File: src/rtl/regfile_pkg.sv
// regfile_pkg
// Shared definitions for the two-write / two-read register file:
//   - clear-sequencer state encoding
//   - default data width and address width
package regfile_pkg;

  typedef enum logic {
    IDLE  = 1'b0,
    CLEAR = 1'b1
  } state_e;

  localparam int N_DEF = 16;
  localparam int K_DEF = 4;

endpackage

File: src/rtl/regfile_rdmux.sv
// regfile_rdmux
// Combinational read-port selector for regfile_2w. Chooses between the stored
// word and the in-flight write data, and forces register 0 to zero when it is
// hardwired.
// Ports:
//   ra      in   K  read address
//   mem_rd  in   N  stored word at ra
//   byp_en  in   1  bypass allowed this cycle (file is idle)
//   we0/wa0/wd0  in  write port 0 enable/address/data
//   we1/wa1/wd1  in  write port 1 enable/address/data (higher priority)
//   rd      out  N  selected read data
module regfile_rdmux
  import regfile_pkg::*;
#(
  parameter int N       = N_DEF,
  parameter int K       = K_DEF,
  parameter int BYPASS  = 1,
  parameter int ZERO_R0 = 0
) (
  input  logic [K-1:0] ra,
  input  logic [N-1:0] mem_rd,
  input  logic         byp_en,
  input  logic         we0,
  input  logic [K-1:0] wa0,
  input  logic [N-1:0] wd0,
  input  logic         we1,
  input  logic [K-1:0] wa1,
  input  logic [N-1:0] wd1,
  output logic [N-1:0] rd
);

  always_comb begin
    rd = mem_rd;
    if ((BYPASS != 0) && byp_en) begin
      // Port 1 wins a same-address collision, so it must win the bypass too.
      if (we1 && (ra == wa1)) begin
        rd = wd1;
      end else if (we0 && (ra == wa0)) begin
        rd = wd0;
      end
    end
    // The hardwired zero overrides bypass as well as storage.
    if ((ZERO_R0 != 0) && (ra == '0)) begin
      rd = '0;
    end
  end

endmodule

File: src/rtl/regfile_2w.sv
// regfile_2w
// Two-write / two-read register file with optional write-through bypass,
// optional hardwired-zero register 0 and a background clear sequencer that
// zeroes one register per cycle.
// Ports:
//   clk      in   1  rising-edge clock
//   rst_n    in   1  synchronous active-low reset
//   we0/wa0/wd0  in  write port 0 enable/address/data
//   we1/wa1/wd1  in  write port 1 enable/address/data (wins collisions)
//   ra0/ra1  in   K  read addresses
//   rd0/rd1  out  N  combinational read data
//   clr      in   1  request to zero the whole file
//   busy     out  1  clear sequence in progress
//
// state | meaning
// IDLE  | normal reads/writes, bypass active, accepts clr
// CLEAR | zeroing mem[cnt] each cycle; writes, clr and bypass ignored
module regfile_2w
  import regfile_pkg::*;
#(
  parameter int N       = N_DEF,
  parameter int K       = K_DEF,
  parameter int BYPASS  = 1,
  parameter int ZERO_R0 = 0
) (
  input  logic         clk,
  input  logic         rst_n,
  input  logic         we0,
  input  logic [K-1:0] wa0,
  input  logic [N-1:0] wd0,
  input  logic         we1,
  input  logic [K-1:0] wa1,
  input  logic [N-1:0] wd1,
  input  logic [K-1:0] ra0,
  input  logic [K-1:0] ra1,
  output logic [N-1:0] rd0,
  output logic [N-1:0] rd1,
  input  logic         clr,
  output logic         busy
);

  localparam int DEPTH = 1 << K;

  logic [N-1:0] mem_q [DEPTH];
  logic [N-1:0] mem_d [DEPTH];
  state_e       state_q, state_d;
  logic [K-1:0] cnt_q, cnt_d;
  logic         busy_q, busy_d;

  logic         wr0_ok, wr1_ok;

  // With a hardwired register 0 its storage simply never leaves reset value.
  assign wr0_ok = we0 && ((ZERO_R0 == 0) || (wa0 != '0));
  assign wr1_ok = we1 && ((ZERO_R0 == 0) || (wa1 != '0));

  always_comb begin
    mem_d   = mem_q;
    state_d = state_q;
    cnt_d   = cnt_q;
    busy_d  = busy_q;
    case (state_q)
      IDLE: begin
        // Port 1 is applied last so it overwrites port 0 on a collision.
        if (wr0_ok) mem_d[wa0] = wd0;
        if (wr1_ok) mem_d[wa1] = wd1;
        if (clr) begin
          state_d = CLEAR;
          cnt_d   = '0;
          busy_d  = 1'b1;
        end
      end
      CLEAR: begin
        mem_d[cnt_q] = '0;
        cnt_d        = cnt_q + 1'b1;
        if (cnt_q == {K{1'b1}}) begin
          state_d = IDLE;
          busy_d  = 1'b0;
        end
      end
      default: begin
        state_d = IDLE;
        busy_d  = 1'b0;
      end
    endcase
  end

  always_ff @(posedge clk) begin
    if (!rst_n) begin
      for (int i = 0; i < DEPTH; i++) begin
        mem_q[i] <= '0;
      end
      state_q <= IDLE;
      cnt_q   <= '0;
      busy_q  <= 1'b0;
    end else begin
      mem_q   <= mem_d;
      state_q <= state_d;
      cnt_q   <= cnt_d;
      busy_q  <= busy_d;
    end
  end

  assign busy = busy_q;

  regfile_rdmux #(
    .N(N), .K(K), .BYPASS(BYPASS), .ZERO_R0(ZERO_R0)
  ) u_rdmux0 (
    .ra     (ra0),
    .mem_rd (mem_q[ra0]),
    .byp_en (state_q == IDLE),
    .we0    (we0),
    .wa0    (wa0),
    .wd0    (wd0),
    .we1    (we1),
    .wa1    (wa1),
    .wd1    (wd1),
    .rd     (rd0)
  );

  regfile_rdmux #(
    .N(N), .K(K), .BYPASS(BYPASS), .ZERO_R0(ZERO_R0)
  ) u_rdmux1 (
    .ra     (ra1),
    .mem_rd (mem_q[ra1]),
    .byp_en (state_q == IDLE),
    .we0    (we0),
    .wa0    (wa0),
    .wd0    (wd0),
    .we1    (we1),
    .wa1    (wa1),
    .wd1    (wd1),
    .rd     (rd1)
  );

endmodule

File: config.mk
export PLATFORM = sky130hd
export DESIGN_NAME = regfile_2w
export DESIGN_NICKNAME = d
export VERILOG_FILES = /design/src/rtl/regfile_pkg.sv /design/src/rtl/regfile_rdmux.sv /design/src/rtl/regfile_2w.sv
export SDC_FILE = /design/constraint.sdc
export NUM_CORES = 1
export LEC_CHECK = 0
export BUFFER_PORTS_ARGS = -buffer_cell sky130_fd_sc_hd__buf_2
export CORE_MARGIN = 2
export CORE_UTILIZATION = 63
export CTS_BUF_LIST = sky130_fd_sc_hd__clkbuf_16
export DETAILED_ROUTE_END_ITERATION = 8
export PLACE_DENSITY_LB_ADDON = 0.08
export SYNTH_ARGS = -nofsm -noshare
export SYNTH_HDL_FRONTEND = slang
export SYNTH_SLANG_ARGS = --single-unit
File: constraint.sdc
create_clock -name clk -period 2.4 [get_ports clk]
set_clock_uncertainty 0.1 [all_clocks]
set_input_delay 0.12 -clock clk [delete_from_list [all_inputs] [get_ports clk]]
set_output_delay 0.12 -clock clk [all_outputs]
set_load 0.01 [all_outputs]
==> results.tsv <==
stage	metric	value	unit
run_status	outcome	complete, but fails checks	
run_status	violations	setup timing	
sta	min_period_over_period	107	%
worst_setup_path	arrival	2340	ps
pwr	p_per_area	518	mW/mm2
logic_synthesis	synthDistinctLibCells	55	
logic_synthesis	synthArstFlopShare	0	%
clock_tree	cts.sinks	262	
layout	fin_nets	2038	
sta	finalSetupViolations	24	
pwr	p_leak	8.91	nW
worst_setup_path	path_cells	mux4_2 > a22oi_2 > nand2_1 > a221o_1 > buf_2	
layout	area_delta_synth_final	11.8	%
worst_setup_path	slowest_delay	470	ps
global_route	track_usage	43.6	%
logic_synthesis	synthAdderAreaFrac	0.266	%
logic_synthesis	synth_top_family_by_area	multiplexers	
logic_synthesis	synth_common_cells	a22o_1, dfxtp_1, mux2i_1	
sta	hold_viol_final	0	
detailed_routing	first_pass_iters	6	
logic_synthesis	syn_area_per_cell	9.57	um2
layout	design_area	0.0210	mm2
detailed_routing	via_count	17700	
logic_synthesis	synth_seq_area_share	27.9	%
die	dieWidth	177	um
global_route	grt_pass1_wl	103000	um
logic_synthesis	yosysTopAreaCellShare	27.9	%
worst_setup_path	cp_data_required_time	2180	ps
detailed_routing	via_per_inst	7.40	
detailed_routing	remaining_drc_errors	0	
logic_synthesis	synth_compound_area_share	24.0	%
clock_tree	h-tree-depth	1	
sta	tightestPinTransition	1260	ps
logic_synthesis	synthesis.area	0.0188	mm2
sta	max_clock_freq	391	MHz
global_route	antenna_found_initial	3	
layout	drive_above_1_share	25.9	%
clock_tree	cts_tree	yes	
global_route	grt_max_degree	143	
die	io_pins	86	
sta	relSlewSlack	15.8	%
detailed_routing	post_drt_wl_per_cell	28.9	um
global_route	grt_pass1_vias	16500	
sta	fin_crit	2560	ps
clock_tree	clk_pin_slew_worst_paths	60	ps
detailed_routing	final_antenna_net_count	0	
die	fp.coreArea	0.0296	mm2
sta	rsz0062_at_grt	true	
clock_tree	cts_buffer_depth	3	
die	start_util	63.7	%
worst_setup_path	worstPathBufferInverterCount	1	
placed_design	gp_congestion	0.964	
global_route	overflow	0	
die	std_cell_rows	63	
logic_synthesis	synthFlopType	dfxtp_1	
logic_synthesis	syn_nets	2025	
detailed_routing	drt_first_iter_violations	3058	
worst_setup_path	crit_type	reg -> out	
logic_synthesis	synth_area_leaders	dfxtp_1, mux2i_1, a22o_1	
clock_tree	cts-root-buf	clkbuf_16	
sta	fin_ws	-157	ps
hold_path	hp-start	wd1[15]	
placed_design	placed_cells	2316	
logic_synthesis	synth_most_common_cell	a22o_1	
sta	drv_slew	0	
worst_setup_path	r2r-start	cnt_q[0]	
logic_synthesis	yosys.area_share.simple	9.66	%
logic_synthesis	yosys_warnings	0	
die	dieArea	0.0313	mm2
die	die_h	177	um
placed_design	place_area	0.0196	mm2
logic_synthesis	synth_edf_count	0	
pwr	ir_drop	0.000569	V
logic_synthesis	netlist_instances	1968	
clock_tree	insertion_delay	580	ps
sta	setup_tns	-1840	ps
worst_setup_path	cp_top_family	compound AO/OA/AOI/OAI gates	
logic_synthesis	yosysTopAreaCell	dfxtp_1	
worst_setup_path	start_kind	register	
logic_synthesis	synth.ff_latch_count	262	
flow_run	maxCapViolations	0	
placed_design	post-dp-hpwl	43300	um
pwr	p_total	10.9	mW
hold_path	worst_hold_path_type	in -> reg	
logic_synthesis	muxShareOfSynthArea	29.6	%
worst_setup_path	crit_path_start	mem_q[73]	
logic_synthesis	synthXorXnorAreaFrac	0.744	%
layout	stdcell_count	2395	
worst_setup_path	path_max_fanout	3	
worst_setup_path	rrSetupSlack	170	ps
detailed_routing	routed_wl	69300	um
placed_design	portBuffers	85	
worst_setup_path	slowest_stage	mux4_2	
clock_tree	numCtsBuffers	30	
worst_setup_path	end_kind	primary output	
==> kinds of logic after synthesis <==
group,Yosys count
compound gates,637
simple gates,387
mux,385
buf+inv,277
flops,262
xor+xnor,16
fa+ha+maj,4
==> worst min-delay path, stage by stage <==
cell and delay (ps):
buf_2 230, nand2_1 100, o21ai_1 60, a22o_1 170
==> report_power, final <==
part	internal, mW	total (mW)	switching, mW
clock network	2.52	4.45	1.94
registers	4.47	4.59	0.117
logic	0.694	1.85	1.16
total	7.68	10.9	3.21
==> worst paths after layout <==
path,cells after the start,end
setup / recovery,5,rd0[9]
hold / removal,4,mem_q[239]
setup reg to reg,5,mem_q[55]
hold reg to reg,1,mem_q[87]
==> metrics by stage <==
| step | hold slack, ps | utilization [%] | setup WS [ps] |
|---|---|---|---|
| 2_1_floorplan | 138 | - | 604 |
| 4_1_cts | 45.5 | 70.6 | -131 |
| 5_1_grt | 70.7 | 71.2 | -181 |
| 6_report | 59.2 | 71.2 | -157 |
| 3_5_place_dp | 328 | 66.4 | 5.02 |
| 3_3_place_gp | 324 | 66.4 | -14.9 |
==> layer usage <==
layer  part of all wire, %  up-vias  routed length (um)  global-route usage [%]
li1                      -     7504                   -                       -
met1                    37     8453               25300                    57.8
met2                    43     1460               30000                    63.0
met3                    13      302                9350                    11.6
met4                   6.7        2                4650                    27.6
met5                 0.014        -                  10                       0
==> flip-flops by register name, summed over array words and instances (netlist names) <==
register	flops
cnt_q	4
mem_q	256
busy	1
state_q	1
==> final cells by class <==
type,count,area [um2]
Clock buffer,31,776
Tap cell,390,488
Multi-Input combinational cell,1429,12400
Timing Repair Buffer,225,1800
Antenna cell,2,5.00
Inverter,33,124
Clock inverter,23,146
Sequential cell,262,5340
Fill cell,2233,8510
==> cells in the final DEF, fill, tap and decap left out, types with 17 or more instances in the layout <==
| cell | count |
|---|---|
| a22o_1 | 281 |
| mux2i_1 | 257 |
| dfxtp_1 | 188 |
| a21oi_1 | 176 |
| nor2_1 | 173 |
| nand2_1 | 113 |
| buf_4 | 111 |
| mux4_2 | 106 |
| buf_2 | 80 |
| dfxtp_2 | 74 |
| o21ai_0 | 68 |
| inv_1 | 41 |
| o21ai_1 | 31 |
| clkbuf_16 | 31 |
| mux4_1 | 22 |
| buf_12 | 21 |
| a22oi_2 | 18 |
| a221o_1 | 17 |
==> timing repair <==
action,4_1_cts,5_1_grt
setup buffers,18,6
setup endpoints to repair,26,32
endpoints found under the hold margin,6,0
pin swaps,36,42
hold buffers,3,0
resized for setup,84,64
gates cloned,0,0
(Power assumes the default switching activity.)
